### src/rtl/jvm_pkg.sv
// jvm_pkg: shared widths, opcode constants, FSM state type and length-mask helper for the bytecode decoder.
package jvm_pkg;
  localparam int BYTE_WIDTH   = 8;
  localparam int WIDTH_IN     = 4 * BYTE_WIDTH;
  localparam int WIDTH_OUT    = 4 * BYTE_WIDTH;
  localparam int ADDRESS_SIZE = 16;
  localparam logic [7:0] ICONST_0       = 8'h03;
  localparam logic [7:0] BIPUSH         = 8'h10;
  localparam logic [7:0] SIPUSH         = 8'h11;
  localparam logic [7:0] LDC            = 8'h12;
  localparam logic [7:0] LASTORE        = 8'h50;
  localparam logic [7:0] DDIV           = 8'h6F;
  localparam logic [7:0] IINC           = 8'h84;
  localparam logic [7:0] I2B            = 8'h91;
  localparam logic [7:0] RET            = 8'hA9;
  localparam logic [7:0] NEWARRAY       = 8'hBC;
  localparam logic [7:0] MULTIANEWARRAY = 8'hC5;
  typedef enum logic {IDLE, DECODE} state_t;
  // Keeps the opcode plus len-1 operand bytes, left-aligned.
  function automatic logic [WIDTH_OUT-1:0] len_mask(input logic [2:0] len);
    return len == 3'd4 ? 32'hFFFF_FFFF :
           len == 3'd3 ? 32'hFFFF_FF00 :
           len == 3'd2 ? 32'hFFFF_0000 : 32'hFF00_0000;
  endfunction
endpackage

### src/rtl/jvm_opcode_length.sv
// jvm_opcode_length: combinational opcode -> instruction length (1..4 bytes).
// Unsupported opcodes fall through to length 1.
module jvm_opcode_length
  import jvm_pkg::*;
(
  input  logic [7:0] opcode_i,
  output logic [2:0] len_o
);
  always_comb begin
    len_o = 3'd1;
    case (opcode_i) inside
      BIPUSH, LDC, [8'h15:8'h19], [8'h36:8'h3A], RET, NEWARRAY: len_o = 3'd2;
      SIPUSH, 8'h13, 8'h14, IINC, [8'h99:8'hA8], [8'hB2:8'hB8],
      8'hBB, 8'hBD, 8'hC0, 8'hC1, 8'hC6, 8'hC7:                 len_o = 3'd3;
      MULTIANEWARRAY:                                            len_o = 3'd4;
      default:                                                   len_o = 3'd1;
    endcase
  end
endmodule

### src/rtl/jvm_bytecode_decoder.sv
// jvm_bytecode_decoder: two-cycle accept/decode FSM that trims each instruction to its length,
// advances the pc and strobes a fetch of the next instruction address.
module jvm_bytecode_decoder
  import jvm_pkg::*;
(
  input  logic                    clk,
  input  logic                    reset,
  input  logic                    start,
  input  logic [WIDTH_IN-1:0]     instruction_in,
  output logic                    ready,
  output logic [WIDTH_OUT-1:0]    instruction_out,
  output logic                    start_for_memory,
  output logic [ADDRESS_SIZE-1:0] address_for_memory
);
  state_t                  state_q, state_d;
  logic [WIDTH_IN-1:0]     instr_q, instr_d;
  logic [WIDTH_OUT-1:0]    out_q, out_d;
  logic [ADDRESS_SIZE-1:0] pc_q, pc_d, addr_q, addr_d;
  logic                    ready_q, ready_d, fetch_q, fetch_d;
  logic [2:0]              len;

  jvm_opcode_length u_len (
    .opcode_i (instr_q[WIDTH_IN-1 -: BYTE_WIDTH]),
    .len_o    (len)
  );

  always_comb begin
    state_d = state_q;
    instr_d = instr_q;
    out_d   = out_q;
    pc_d    = pc_q;
    addr_d  = addr_q;
    ready_d = 1'b0;
    fetch_d = 1'b0;
    if (state_q == IDLE && start) begin
      instr_d = instruction_in;
      state_d = DECODE;
    end else if (state_q == DECODE) begin
      out_d   = instr_q & len_mask(len);
      pc_d    = pc_q + {{(ADDRESS_SIZE-3){1'b0}}, len};
      addr_d  = pc_d;
      ready_d = 1'b1;
      fetch_d = 1'b1;
      state_d = IDLE;
    end
  end

  always_ff @(posedge clk or negedge reset) begin
    if (!reset) begin
      state_q <= IDLE;
      instr_q <= '0;
      out_q   <= '0;
      pc_q    <= '0;
      addr_q  <= '0;
      ready_q <= 1'b0;
      fetch_q <= 1'b0;
    end else begin
      state_q <= state_d;
      instr_q <= instr_d;
      out_q   <= out_d;
      pc_q    <= pc_d;
      addr_q  <= addr_d;
      ready_q <= ready_d;
      fetch_q <= fetch_d;
    end
  end

  assign ready              = ready_q;
  assign start_for_memory   = fetch_q;
  assign instruction_out    = out_q;
  assign address_for_memory = addr_q;
endmodule

### config.mk
export PLATFORM = sky130hd
export DESIGN_NAME = jvm_bytecode_decoder
export DESIGN_NICKNAME = d
export VERILOG_FILES = /design/src/rtl/jvm_pkg.sv /design/src/rtl/jvm_opcode_length.sv /design/src/rtl/jvm_bytecode_decoder.sv
export SDC_FILE = /design/constraint.sdc
export NUM_CORES = 1
export LEC_CHECK = 0
export CORE_ASPECT_RATIO = 0.6
export CORE_MARGIN = 4
export CORE_UTILIZATION = 45
export CTS_CLUSTER_SIZE = 8
export DETAILED_ROUTE_END_ITERATION = 7
export PLACE_DENSITY_LB_ADDON = 0.12
export SLEW_MARGIN = 0
export SYNTH_ARGS = -nofsm -noshare
export SYNTH_HDL_FRONTEND = slang
export SYNTH_SLANG_ARGS = --single-unit
### constraint.sdc
create_clock -name clk -period 3.2 [get_ports clk]
set_input_delay 0.48 -clock clk [delete_from_list [all_inputs] [get_ports clk]]
set_output_delay 0.48 -clock clk [all_outputs]
set_load 0.05 [all_outputs]
==> flow_summary.ini <==
[outcome]
status = finished, final reports clean

[floorplan]
core-area_um2 = 7950
dieArea_um2 = 9790
start_util = 0.466
die_h_um = 78.3
ios = 85
std_cell_rows = 25
die_x_um = 125

[placement]
post-place-ws_ns = 0.191
routabilityCongestion = 0.796
dp_hpwl_um = 5390
port_buffers = 84

[synth]
synth_cell_type_count = 47
yosysTopAreaCellShare = 0.554
avgSynthCellArea_um2 = 12.7
syn-cell-area_um2 = 3700
ys_ff_latch = 82
postSynthCellCount = 292
ys_top_cells_by_area = dfrtp_1, mux2_2, mux2i_1, xor2_1, a41oi_1
syn_nets = 331
yosysSeqAreaShare = 0.554
synth_top_cell_by_area = dfrtp_1
synthFlopType = dfrtp_1
async_reset_ff_frac = 1.00
synth_edf_count = 0
yosysWarnings = 0

[job]
maxCapViolCount = 0

[clock_tree]
htreeDepth = 3
cts_tree = done
cts_setup_buffers = 0
clock-sinks = 82
hold_buffers = 0
cts_buffers = 9
clkLatencyLatePin_ns = 0.33
clockBufferDepth = 2
root_buffer = clkbuf_16
clk_pin_slew_ns = 0.06

[power_and_ir_drop]
seqPwrFrac = 0.385
ir_drop_v = 0.000419
p_int_mw = 2.31
combPwrFrac = 0.323
sw_frac_of_total = 0.346
clockPowerShare = 0.292
leakagePower_nw = 2.08
switchingPower_mw = 1.22
p_per_area_nw_per_um2 = 715

[timing]
fin_worst_skew_ns = 0.00809
slew_headroom = 0.325
fin_crit_ns = 3.03
hold_viol = 0
setup_viol = 0
finalWorstSetupSlack_ns = 0.173
max_freq_ghz = 0.330
drv_slew = 0
worstMarginPinSlew_ns = 1.01
rsz0062_at_grt = no
setup_tns_ns = 0
min_period_over_period = 0.946

[global_route]
grt_pass1_wl_um = 13600
grt_remaining_overflow = 0
grt_max_degree = 83
antenna_found_initial = 0
grt_use_total = 0.177
grt_pass1_vias = 2637

[routing]
drt-initial-drc-count = 145
wl_per_cell_um = 16.8
dr.pass1.iters = 4
routed-via-count = 2585
drt-total-wl_um = 8120
avgViaCountPerCell = 5.33
drc = 0
drtAntennaViolNets = 0

[cells_and_area]
final_cell_mix = clkdlybuf4s50_1, dfrtp_1, mux2_2
antennaDiodeCount = 0
layout_commonest_cell = clkdlybuf4s50_1
drive_gt1_frac = 0.204
nets = 411
area_growth_pct = 33.4

[worst_hold_path]
hold_path_class = input pin to asynchronous set/reset pin

[worst_setup_path]
worst-path-max-fanout = 6
start_kind = flop
critPathArrivalTime_ns = 3.24
cp.required_ns = 3.41
path_class = flop to flop
reg2regPathDepth = 9
end_kind = flop
[layer usage]
layer / wire length [µm] / vias to the layer above / track usage
met2: 3640 / 69 / 0.269
met4: 104 / 0 / 0.0563
met5: 0 / - / 0
met3: 417 / 11 / 0.0619
li1: - / 1212 / -
met1: 3960 / 1293 / 0.240
[repair_timing]
action / 4_1_cts / 5_1_grt
gates resized for setup: 0 / 1
endpoints found under the hold margin: 0 / 0
setup endpoints to repair: 0 / 2
[logic make-up (layout without fill, tap and decap cells)]
kind of cell	after synthesis	count (layout)	synth area share
xor+xnor	16	16	0.0378
flops	82	82	0.554
mux	57	57	0.168
compound gates	39	39	0.0845
buf+inv	34	119	0.0443
simple gates	60	60	0.0956
fa+ha+maj	4	4	0.0155
[flip-flops by register name (all words and copies together), names as in the netlist]
signal / cells
start_for_memory: 1
instr_q: 32
address_for_memory: 16
instruction_out: 32
state_q: 1
[critical path, cell delays in order, from the launching register on]
cell and delay (ns):
dfrtp_1 0.44, or4b_4 0.55, o311a_1 0.41, and2_1 0.16
ha_1 0.20, fa_1 0.41, a21oi_1 0.29, nor2_1 0.11
and3_1 0.20, xor2_1 0.14
[stage by stage]
step | area [µm²] | hold WS (ns) | util | instances | power, mW
2_1_floorplan | 3700 | 0.184 | - | 292 | 2.12
3_3_place_gp | 4630 | 0.462 | 0.582 | 469 | 2.50
4_1_cts | 4930 | 0.361 | 0.621 | 485 | 3.57
6_report | 4940 | 0.304 | 0.621 | 485 | 3.53
3_5_place_dp | 4630 | 0.477 | 0.582 | 469 | 2.52
5_1_grt | 4940 | 0.394 | 0.621 | 485 | 3.71
[layout make-up]
type                    count  area, µm²
fillers                   660       3010
flip-flops and latches     82       2050
multi-input cells         176       1500
repair buffers             93        906
clock buffers              11        253
well taps                 108        135
clock inverters             5       52.6
inverters                  10       37.5
[cell usage after synthesis (2+ instances only)]
cell type,count
a31oi_1,8
mux2_2,41
clkbuf_1,11
buf_2,5
buf_6,3
ha_1,3
nand2b_1,3
nor4_1,3
mux2i_1,16
a41oi_1,7
buf_1,3
and2_1,2
buf_4,2
nand3_1,7
nor3b_1,3
nand2_1,16
inv_1,10
dfrtp_1,82
a21oi_1,4
o2111ai_1,2
nor2_1,5
xnor2_1,6
xor2_1,10
and3_1,2
nor2b_1,4
and4bb_2,2
o21ai_0,3
o22ai_1,8
nor3_1,3
[power by group through the flow]
stage | logic, mW | registers, mW | clock network, mW
after floorplan | 0.407 | 1.71 | 0
after global placement | 1.13 | 1.37 | 0
after detailed placement | 1.14 | 1.37 | 0
after CTS | 1.15 | 1.36 | 1.05
after global routing | 1.21 | 1.39 | 1.11
final | 1.14 | 1.36 | 1.03
[path summary, 6_finish.rpt]
check / slack, ns / end / from
max in group asynchronous: 2.17 / state_q$_DFF_PN0_ / reset
setup / recovery: 0.17 / address_for_memory[6]$_DFFE_PN0P_ / instr_q[30]$_DFFE_PN0P_
min in group clk: 0.49 / address_for_memory[15]$_DFFE_PN0P_ / address_for_memory[15]$_DFFE_PN0P_
hold reg to reg: 0.49 / address_for_memory[15]$_DFFE_PN0P_ / address_for_memory[15]$_DFFE_PN0P_
setup reg to reg: 0.17 / address_for_memory[6]$_DFFE_PN0P_ / instr_q[30]$_DFFE_PN0P_
hold / removal: 0.30 / instruction_out[7]$_DFFE_PN0P_ / reset
(Power assumes the default switching activity.)
